## src/rtl/fifo_pkg.sv

```systemverilog
// Shared defaults and sizing helper for the flagged synchronous FIFO.
package fifo_pkg;

    localparam int DEF_DATA_WIDTH = 8;
    localparam int DEF_DATA_DEPTH = 8;

    // Width of a counter that must hold every value 0..depth inclusive.
    function automatic int cnt_w(input int depth);
        return $clog2(depth + 1);
    endfunction

endpackage

```

## src/rtl/fifo_wrap_ptr.sv

```systemverilog
// Storage-index pointer that wraps at DEPTH-1, so DEPTH need not be a power of two.
module fifo_wrap_ptr
    import fifo_pkg::*;
#(
    parameter int   DEPTH = DEF_DATA_DEPTH,
    localparam int  PTR_W = $clog2(DEPTH)
) (
    input  logic             clk,
    input  logic             rst_n,
    input  logic             inc,
    output logic [PTR_W-1:0] ptr
);

    localparam logic [PTR_W-1:0] LAST = PTR_W'(DEPTH - 1);

    logic [PTR_W-1:0] ptr_q;
    logic [PTR_W-1:0] ptr_d;

    always_comb begin
        ptr_d = ptr_q;
        if (inc) begin
            ptr_d = (ptr_q == LAST) ? '0 : ptr_q + PTR_W'(1);
        end
    end

    always_ff @(posedge clk or negedge rst_n) begin
        if (!rst_n) begin
            ptr_q <= '0;
        end else begin
            ptr_q <= ptr_d;
        end
    end

    assign ptr = ptr_q;

endmodule

```

## src/rtl/sync_fifo_flags.sv

```systemverilog
// Single-clock FIFO with fill level, almost-full/empty thresholds and error pulses.
// Define SYNC_FIFO_FWFT_EN for first-word-fall-through reads; default is a registered read.
module sync_fifo_flags
    import fifo_pkg::*;
#(
    parameter int  DATA_WIDTH = DEF_DATA_WIDTH,
    parameter int  DATA_DEPTH = DEF_DATA_DEPTH,
    parameter int  AF_LEVEL   = 6,
    parameter int  AE_LEVEL   = 2,
    localparam int CNT_W      = cnt_w(DATA_DEPTH)
) (
    input  logic                  clk,
    input  logic                  rst_n,
    input  logic                  wr_en,
    input  logic [DATA_WIDTH-1:0] data_in,
    input  logic                  rd_en,
    output logic [DATA_WIDTH-1:0] data_out,
    output logic                  empty,
    output logic                  full,
    output logic                  almost_full,
    output logic                  almost_empty,
    output logic [CNT_W-1:0]      fill_count,
    output logic                  overflow,
    output logic                  underflow
);

    localparam int               PTR_W   = $clog2(DATA_DEPTH);
    localparam logic [CNT_W-1:0] DEPTH_C = CNT_W'(DATA_DEPTH);
    localparam logic [CNT_W-1:0] AF_C    = CNT_W'(AF_LEVEL);
    localparam logic [CNT_W-1:0] AE_C    = CNT_W'(AE_LEVEL);

    logic [DATA_WIDTH-1:0] mem_q [DATA_DEPTH];
    logic [PTR_W-1:0]      wr_ptr;
    logic [PTR_W-1:0]      rd_ptr;
    logic                  wr_ok;
    logic                  rd_ok;
    logic [CNT_W-1:0]      count_q;
    logic [CNT_W-1:0]      count_d;
    logic                  empty_q;
    logic                  full_q;
    logic                  af_q;
    logic                  ae_q;
    logic                  ovf_q;
    logic                  unf_q;

    // A write into a full FIFO is still taken when a read frees a slot in the same cycle.
    always_comb begin
        rd_ok   = rd_en & ~empty_q;
        wr_ok   = wr_en & (~full_q | rd_ok);
        count_d = count_q;
        if (wr_ok && !rd_ok) begin
            count_d = count_q + CNT_W'(1);
        end else if (rd_ok && !wr_ok) begin
            count_d = count_q - CNT_W'(1);
        end
    end

    always_ff @(posedge clk or negedge rst_n) begin
        if (!rst_n) begin
            count_q <= '0;
            empty_q <= 1'b1;
            full_q  <= 1'b0;
            af_q    <= 1'b0;
            ae_q    <= 1'b1;
            ovf_q   <= 1'b0;
            unf_q   <= 1'b0;
        end else begin
            count_q <= count_d;
            empty_q <= (count_d == '0);
            full_q  <= (count_d == DEPTH_C);
            af_q    <= (count_d >= AF_C);
            ae_q    <= (count_d <= AE_C);
            ovf_q   <= wr_en & ~wr_ok;
            unf_q   <= rd_en & ~rd_ok;
        end
    end

    always_ff @(posedge clk) begin
        if (wr_ok) begin
            mem_q[wr_ptr] <= data_in;
        end
    end

    fifo_wrap_ptr #(.DEPTH(DATA_DEPTH)) u_wr_ptr (
        .clk   (clk),
        .rst_n (rst_n),
        .inc   (wr_ok),
        .ptr   (wr_ptr)
    );

    fifo_wrap_ptr #(.DEPTH(DATA_DEPTH)) u_rd_ptr (
        .clk   (clk),
        .rst_n (rst_n),
        .inc   (rd_ok),
        .ptr   (rd_ptr)
    );

`ifdef SYNC_FIFO_FWFT_EN
    assign data_out = mem_q[rd_ptr];
`else
    logic [DATA_WIDTH-1:0] dout_q;

    always_ff @(posedge clk or negedge rst_n) begin
        if (!rst_n) begin
            dout_q <= '0;
        end else if (rd_ok) begin
            dout_q <= mem_q[rd_ptr];
        end
    end

    assign data_out = dout_q;
`endif

    assign empty        = empty_q;
    assign full         = full_q;
    assign almost_full  = af_q;
    assign almost_empty = ae_q;
    assign fill_count   = count_q;
    assign overflow     = ovf_q;
    assign underflow    = unf_q;

endmodule

```

## config.mk

```make
export PLATFORM = sky130hd
export DESIGN_NAME = sync_fifo_flags
export DESIGN_NICKNAME = d
export VERILOG_FILES = /design/src/rtl/fifo_pkg.sv /design/src/rtl/fifo_wrap_ptr.sv /design/src/rtl/sync_fifo_flags.sv
export SDC_FILE = /design/constraint.sdc
export NUM_CORES = 1
export LEC_CHECK = 0
export CAP_MARGIN = 20
export CORE_MARGIN = 5
export CORE_UTILIZATION = 36
export CTS_BUF_LIST = sky130_fd_sc_hd__clkbuf_4 sky130_fd_sc_hd__clkbuf_8
export DETAILED_ROUTE_END_ITERATION = 10
export GPL_TIMING_DRIVEN = 1
export SLEW_MARGIN = 40
export SYNTH_ARGS = -nofsm -noshare
export SYNTH_HDL_FRONTEND = slang
export SYNTH_HIERARCHICAL = 1
export SYNTH_SLANG_ARGS = --single-unit
```

## constraint.sdc

```tcl
create_clock -name clk -period 2.4 [get_ports clk]
set_input_delay 0.36 -clock clk [delete_from_list [all_inputs] [get_ports clk]]
set_output_delay 0.36 -clock clk [all_outputs]
set_load 0.01 [all_outputs]
```

=== After elaboration in Yosys (flattened, before gate mapping) ===
Memory sizes are Yosys's and may differ from the RTL's. A register that Yosys moved wholly into a read port is not among the register bits.
Cells that the tools add are included.

* $add $sub $neg: 4
* Multiplexer cells: 6
* Reduce and logical (&&, ||, !) cells: 6
* Shift-type cells: 0
* $mul: 0
* $lt $le $gt $ge: 2
* Bitwise gates (word level): 9
* Div/mod/pow operators: 0
* Equal/unequal tests: 3

{| class="wikitable"
|+ Operators by type and width
! cell !! number
|-
| $mux W4 || 2
|-
| $add A3 B1 Y3 const B || 2
|-
| $eq A3 B3 Y1 const B || 2
|-
| $mux W3 || 2
|-
| $add A4 B1 Y4 const B || 1
|-
| $and A1 B1 Y1 || 4
|-
| $eq A4 B4 Y1 const B || 1
|-
| $ge A4 B3 Y1 const B || 1
|-
| $le A4 B2 Y1 const B || 1
|-
| $logic_not A4 Y1 || 1
|-
| $not A1 Y1 || 4
|-
| $sub A4 B1 Y4 const B || 1
|-
| $logic_not A1 Y1 || 3
|-
| $logic_and A1 B1 Y1 || 2
|-
| $mux W1 || 2
|-
| $or A1 B1 Y1 || 1
|}

* Memories: 1
* Logic and storage cells: 40
* Bits of input ports: 12
* ROM bits: 0
* Memory bits (writable): 64
* Output and inout port bits: 18
* Latch bits: 0
* Flip-flop bits (word level): 16

{| class="wikitable"
|+ Memories
! memory !! depth !! width !! rd ports !! clocked after memory_dff !! wr ports !! line !! text
|-
| mem_q || 8 || 8 || 1 || 1 || 1 || sync_fifo_flags.sv:32 || <nowiki>logic [DATA_WIDTH-1:0] mem_q [DATA_DEPTH];</nowiki>
|}

=== Depth between registers and ports, before layout ===
Gate-level depths: netlist of the first run.

* Word-level depth: 9
* Gate-level depth with buffers: 7
* Depth with buffers taken out: 7

=== Cells and area by module ===
The synthesis of the first run kept the hierarchy.

{| class="wikitable"
|+ By module, submodules not included
! module !! cells each !! sequential area each (um^2) !! area an instance (um^2) !! times used
|-
| sync_fifo_flags || 174 || 2374.8 || 3269.4 || 1
|-
| fifo_wrap_ptr || 11 || 75.1 || 142.6 || 2
|}

=== Worst setup path after synthesis of the first run ===
No wires, ideal clock.

* Kind: register to register
* Start point: register empty_q (netlist: empty)
* End point: memory mem_q[0][0] in the netlist's numbering (enable)
* Data required time: 2.017 ns
* Library setup time: 0.383 ns
* Cell stages (with the launch flop): 5
* Slack: 0.501 ns
* Period minus slack after synthesis: 1.899 ns
* Path buffers: 0
* Data arrival time: 1.516 ns
* Path through: dfstp_2 -> nand2b_4 -> a21boi_2 -> nand2b_1 -> nor3_1

* Cells in the longest elaborated chain, start to end: 6

{| class="wikitable"
|+ Ends and longest elaborated chain
! element !! line !! text
|-
| start: declaration || sync_fifo_flags.sv:39 || <nowiki>logic empty_q;</nowiki>
|-
| start signal: assignment || sync_fifo_flags.sv:69 || <nowiki>empty_q <= (count_d == '0);</nowiki>
|-
| $not A1 Y1 || sync_fifo_flags.sv:48 || <nowiki>rd_ok = rd_en & ~empty_q;</nowiki>
|-
| $and A1 B1 Y1 || sync_fifo_flags.sv:48 ||
|-
| $or A1 B1 Y1 || sync_fifo_flags.sv:49 || <nowiki>wr_ok = wr_en & (~full_q | rd_ok);</nowiki>
|-
| $and A1 B1 Y1 || sync_fifo_flags.sv:49 ||
|-
| via wr_ok || sync_fifo_flags.sv:35 || <nowiki>logic wr_ok;</nowiki>
|-
| $mux W1 || sync_fifo_flags.sv:79 || <nowiki>if (wr_ok) begin</nowiki>
|-
| $mux W1 (not written as such) || sync_fifo_flags.sv:80 || <nowiki>mem_q[wr_ptr] <= data_in;</nowiki>
|-
| end: declaration || sync_fifo_flags.sv:32 ||
|}

The timed path passes the listed nets, and every way through them passes these cells.

=== Worst setup path in the final report of the first run ===
* Start point: input wr_en
* End point: memory mem_q[1][0] in the netlist's numbering (enable)

* Cells in the longest elaborated chain, start to end: 3

{| class="wikitable"
|+ Ends and longest elaborated chain
! element !! line !! text
|-
| start: declaration || sync_fifo_flags.sv:14 || <nowiki>input logic wr_en,</nowiki>
|-
| $and A1 B1 Y1 || sync_fifo_flags.sv:49 ||
|-
| via wr_ok || sync_fifo_flags.sv:35 ||
|-
| $mux W1 || sync_fifo_flags.sv:79 ||
|-
| $mux W1 (not written as such) || sync_fifo_flags.sv:80 ||
|}

The timed path passes the listed nets, and every way through them passes these cells.

==> metrics.txt, run 1 <==
result of the run=completed; clock latency reported for the late side of the worst-skew pair=360 ps; Nets=262; commonest non-fill, non-tap cells in the layout=sky130_fd_sc_hd__edfxtp_1 (64), sky130_fd_sc_hd__clkdlybuf4s50_1 (29), sky130_fd_sc_hd__dfrtp_1 (22); Seq cells post-synth=slightly below 90; synthesized area per cell=between 15 and 20 um2; sum of negative setup slack=0 ps; max_cap viols=0; global routing usage summed across all routing layers=11.9%; arrival time of the worst setup path=1910 ps; crit path max fanout=6; final critical path time including I/O delays and setup=1840 ps; CP startpoint kind=input pin; Worst Hold Margin=346 ps; final HPWL from detailed placement=between 4 and 5 mm; total of hold buffers inserted after clock tree synthesis=0; Worst Tran Pin Value=approximately 640 ps; pin count of the biggest net entering global routing=24; most frequent standard cell in the layout excluding fill and tap cells=sky130_fd_sc_hd__edfxtp_1; Longest Clk Path Bufs=2; drt first-iter violations=slightly below 90; count of buffers added by post-CTS timing repair for setup=0; cell at the root of the clock tree=sky130_fd_sc_hd__clkbuf_8; first-pass GRT wire length=roughly 10 mm; syn nets=around 210; Worst IR Drop VDD=476 uV; sequential fraction of the synthesis area=approximately 71%; via total after detailed routing=~1800; fin crit share=~77%; count of flip-flops with a built-in enable after synthesis=64; drt pass-1 iters=5; count of synthesis-stage warnings from yosys=6; post-place instance area=4070 um2; clock sink count=88; maximum clock frequency=~0.54 GHz; post-DR wirelength/cell=about 17 um; wire length reported by the detailed router=6.61 mm; IO Pins=30; remaining global-route overflow=0; type of the worst min-delay path=input pin to async pin; Hold Fails Final Rpt=0; core region area=approximately 9700 um2; post-synthesis instance total=196; routed via count divided by cell count=about 4.7; number of port buffers=29; slowest stage cell, crit path=sky130_fd_sc_hd__clkdlybuf4s50_1; width of the die=approximately 110 um; total power density per cell area=~1200 nW/um2; post-cts sizing count=0; crit-path max cell delay=600 ps; leakage power figure=roughly 1.6 nW; number of distinct library cell variants in the gate-level netlist after synthesis=37; post-route non-filler standard cell count=382; TritonCTS clock tree=done; Routability Congestion=slightly above 0.7; H-tree lvl count=3; kind of end point of the critical path=flop; remaining design rule violation count=0; signed area change from the synthesized netlist to the final layout=20.9%; cell-by-cell trace of the critical path=clkdlybuf4s50_1, a21boi_2, nand2_1, nor3_1, buf_4; die area=roughly 12000 um2; number of rows in the core area=36; fraction of final layout cells sized beyond drive strength 1=between 20% and 30%; clock slew at reported path FFs=roughly 90 ps; required arrival time at the worst endpoint=between 2000 and 2500 ps; unrepaired setup endpoints after global routing=false; CTS Buf Count=9; predominant post-synthesis flop cell=sky130_fd_sc_hd__edfxtp_1; number of cells in the design after placement=roughly 370; antenna diode count=0; number of global-route vias before repair=1819; netlist area before placement=3550 um2; number of antenna violations at the first check in global routing=0; number of pins exceeding their max-slew limit in the final report=0; critical path class=input pin to flop; Max Clock Skew=about 16 ps; final setup fails=0; tightest slew margin relative to the limit=57.3%; share of async-settable or async-resettable flops after synthesis=between 20% and 30%; Final Cell Area=4300 um2; initial core utilization=a little under two fifths; final antenna-violating net count=0; Chip Height=between 100 and 150 um
## final timing paths
check	end	slack, ps	cells after the start	startpoint
min reg2reg	data_out[3]	490	2	data_out[3]
max	mem_q[1][0]	560	5	wr_en
min	fill_count[1]	350	1	rst_n
max reg2reg	data_out[4]	670	4	u_rd_ptr/ptr[0]
min in group clk	data_out[3]	490	2	data_out[3]
max in group asynchronous	u_wr_ptr/ptr[0]	1470	2	rst_n
## Yosys cell counts (2+ instances only)
cell | n | area share [%]
sky130_fd_sc_hd__buf_2 | 4 | 0.56
sky130_fd_sc_hd__dfrtp_1 | 22 | 15
sky130_fd_sc_hd__dfstp_2 | 2 | 1.5
sky130_fd_sc_hd__edfxtp_1 | 64 | 54
sky130_fd_sc_hd__ha_1 | 6 | 2.1
sky130_fd_sc_hd__inv_1 | 7 | 0.74
sky130_fd_sc_hd__mux2_2 | 4 | 1.3
sky130_fd_sc_hd__mux2i_1 | 9 | 2.5
sky130_fd_sc_hd__mux4_1 | 7 | 5.2
sky130_fd_sc_hd__mux4_2 | 9 | 5.7
sky130_fd_sc_hd__nand2_1 | 11 | 1.2
sky130_fd_sc_hd__nand2b_1 | 3 | 0.53
sky130_fd_sc_hd__nand3b_1 | 4 | 0.84
sky130_fd_sc_hd__nor2_1 | 9 | 0.95
sky130_fd_sc_hd__nor3_1 | 3 | 0.42
sky130_fd_sc_hd__o21ai_0 | 6 | 0.84
sky130_fd_sc_hd__o21ai_1 | 5 | 0.70
sky130_fd_sc_hd__xnor2_1 | 2 | 0.49
## where the power goes
part | switching, mW | internal (mW)
registers | 0.232 | 2.00
logic | 0.785 | 0.880
clock network | 0.553 | 0.598
## layer usage
layer	GRT usage, %	part of all wire (%)	wire length [um]
met1	16.8	50	3300
met2	17.7	44	2920
met3	2.23	3.7	246
met4	5.88	2.1	139
met5	0	0	0
## final cells by class
| cell class | count | area [um2] |
|---|---|---|
| Fill cell | 845 | 5390 |
| Sequential cell | 88 | 2520 |
| Multi-Input combinational cell | 94 | 953 |
| Timing Repair Buffer | 44 | 403 |
| Tap cell | 133 | 166 |
| Clock buffer | 9 | 124 |
| Clock inverter | 7 | 100 |
| Inverter | 7 | 26.3 |
## per-stage QoR
step | setup slack (ps) | utilization [%] | power (mW)
global placement | 226 | 42.1 | 3.93
detailed placement | 189 | 42.1 | 3.96
floorplan | 501 | - | 3.30
CTS | 542 | 44.4 | 5.12
global route | 419 | 44.4 | 5.35
finish | 558 | 44.4 | 5.05
## sequential cells by signal, summed over array words and instances (netlist names)
| register | cells |
|---|---|
| almost_empty | 1 |
| full | 1 |
| u_wr_ptr/ptr | 3 |
| empty | 1 |
| u_rd_ptr/ptr | 3 |
| overflow | 1 |
| fill_count | 4 |
| almost_full | 1 |
| mem_q | 64 |
| data_out | 8 |
| underflow | 1 |
## cell families (layout without fill, tap and decap cells)
group | Yosys count | after routing | synth area share, %
AOI/OAI and AO/OA | 18 | 18 | 3.17
xor gates and xnor gates | 3 | 3 | 0.951
adders and majority gates | 6 | 6 | 2.11
buffers and inverters | 14 | 67 | 2.15
DFF | 88 | 88 | 71.0
muxes | 29 | 29 | 14.7
and+or+nand+nor | 38 | 38 | 5.91
## critical path, delay by kind of cell
| kind | cells | cell delay, ps |
|---|---|---|
| AO/OA/AOI/OAI | 1 | 350 |
| buffers and inverters | 2 | 790 |
| AND/OR/NAND/NOR | 2 | 410 |
Power figures use the tool's default switching activity.
==> run 2: changes to the inputs <==
==> constraint.sdc (replaced) <==
create_clock -name clk -period 1.55 [get_ports clk]
set_input_delay 0.2325 -clock clk [delete_from_list [all_inputs] [get_ports clk]]
set_output_delay 0.2325 -clock clk [all_outputs]
set_load 0.01 [all_outputs]
==> metrics.txt, run 2 (synthesis results as in run 1) <==
result of the run=completed; multi-input gate area in the final layout=roughly 1100 um2; clock sink count=just under 90; leakage power figure=1.80 nW; crit-path max cell delay=540 ps; Total Power=~8.7 mW; via total after detailed routing=just under 2000; Top Family by Delay on Critical Path=flip-flops; pin count of the biggest net entering global routing=25; post-route non-filler standard cell count=approximately 400; Longest Clk Path Bufs=2; sum of negative setup slack=0 ps; final antenna-violating net count=0; core region area=a little under 10000 um2; R2R Setup Slk=roughly 30 ps; antenna diode count=0; post-DR wirelength/cell=approximately 17 um; Routability Congestion=0.789; Final Cell Area=4680 um2; number of flip-flops under the largest register name=64; IO Pins=30; die area=12000 um2; setup ws final=between 20 and 30 ps; CTS Buf Count=9; worst reg-to-reg path cell count=6; drt first-iter violations=84; routed via count divided by cell count=about 4.8; Max Clock Skew=15.1 ps; remaining design rule violation count=0; CP startpoint kind=flop; Worst IR Drop VDD=between 900 and 1000 uV; cell at the root of the clock tree=sky130_fd_sc_hd__clkbuf_8; commonest non-fill, non-tap cells in the layout=sky130_fd_sc_hd__edfxtp_1 (64), sky130_fd_sc_hd__buf_4 (29), sky130_fd_sc_hd__dfrtp_1 (22); number of filler instances in the final layout=about 810; number of antenna violations at the first check in global routing=0; number of pins exceeding their max-slew limit in the final report=0; Worst Tran Pin Value=473 ps; cell-by-cell trace of the critical path=nand2b_4, buf_6, a32oi_4, xnor2_2, nand3b_1, nor2b_1; slowest stage cell, crit path=sky130_fd_sc_hd__dfstp_2; clock slew at reported path FFs=roughly 100 ps; maximum clock frequency=roughly 0.66 GHz; clock latency reported for the late side of the worst-skew pair=between 300 and 400 ps; total of hold buffers inserted after clock tree synthesis=0; number of rows in the core area=36; wire length reported by the detailed router=approximately 6.9 mm; kind of end point of the critical path=flop; fin crit share=98.1%; final HPWL from detailed placement=about 4.6 mm; required arrival time at the worst endpoint=between 1500 and 2000 ps; post-place instance area=approximately 4300 um2; number of global-route vias before repair=1952; total power density per cell area=about 1900 nW/um2; worst reg2reg path startpoint=empty; Chip Height=109 um; signed area change from the synthesized netlist to the final layout=31.7%; area used by sequential logic in the layout=roughly 2500 um2; number of port buffers=29; register containing the most flip-flops in the final layout=mem_q; H-tree lvl count=3; number of cells in the design after placement=between 300 and 400; initial core utilization=36.7%; utilization after layout=between 40% and 50%; final setup fails=0; TritonCTS clock tree=done; arrival time of the worst setup path=1770 ps; unrepaired setup endpoints after global routing=true; endpoint of the worst-slack reg-to-reg timing path=full; width of the die=~110 um; Place WS=-425 ps; drt pass-1 iters=4; max_cap viols=0; Nets=~280; most frequent standard cell in the layout excluding fill and tap cells=sky130_fd_sc_hd__edfxtp_1; final critical path time including I/O delays and setup=approximately 1500 ps; tightest slew margin relative to the limit=between 60 and 70%; global routing usage summed across all routing layers=approximately 13%; fraction of final layout cells sized beyond drive strength 1=roughly 36%; remaining global-route overflow=0; crit path max fanout=7; critical path class=flop to flop; Hold Fails Final Rpt=0; Buf+Inv Stages, Crit Path=1; first-pass GRT wire length=approximately 11 mm; Worst Hold Margin=between 200 and 250 ps; type of the worst min-delay path=input pin to async pin
==> run 2: cell count changes in the layout (fill, tap and decap cells not counted), moves of 5 or more <==
| cell | previous run | this run |
|---|---|---|
| sky130_fd_sc_hd__buf_12 | 0 | 5 |
| sky130_fd_sc_hd__clkdlybuf4s50_1 | 29 | 19 |
| sky130_fd_sc_hd__buf_4 | 15 | 29 |
| sky130_fd_sc_hd__nor2_1 | 9 | 3 |
| sky130_fd_sc_hd__nor2_2 | 0 | 6 |
| sky130_fd_sc_hd__dlygate4sd2_1 | 0 | 6 |
==> run 2: power breakdown <==
group          switching [mW]  internal, mW  total, mW
sequential              0.336          3.10       3.43
clock                   0.858          1.09       1.95
combinational            1.51          1.85       3.36
total                    2.70          6.04       8.74
==> run 2: worst max path at each step <==
stage	slack (ps)	end	from	cells after the start
global placement	-330	mem_q[1][1]	wr_en	5
finish	30	full	empty	6
global route	-50	almost_empty	empty	6
detailed placement	-420	almost_empty	wr_en	7
CTS	0.6	almost_empty	empty	6
floorplan	-70	mem_q[4][0]	empty	4
==> run 2: cell type report <==
| type | count | share of cell area (%) |
|---|---|---|
| flip-flops and latches | 88 | 53.9 |
| multi-input cells | 94 | 23.0 |
| repair buffers | 66 | 13.6 |
| well taps | 133 | 3.55 |
| clock inverters | 7 | 2.67 |
| clock buffers | 9 | 2.65 |
| inverters | 7 | 0.561 |
==> run 2: timing repair <==
action,CTS,global route
resized for setup,12,20
setup endpoints to repair,11,22
pin swaps,2,7
hold endpoints to repair,0,0
buffers inserted,5,6
==> run 2: per-layer routing <==
metal  global-route usage (%)  vias up  share of wire, %  wire length (um)
met1                     16.5      989                46              3200
met2                     20.0       23                49              3370
met5                        0        -                 0                 0
met4                     5.61        0               1.9               131
met3                     2.99        8               3.1               211
li1                         -      902                 -                 -
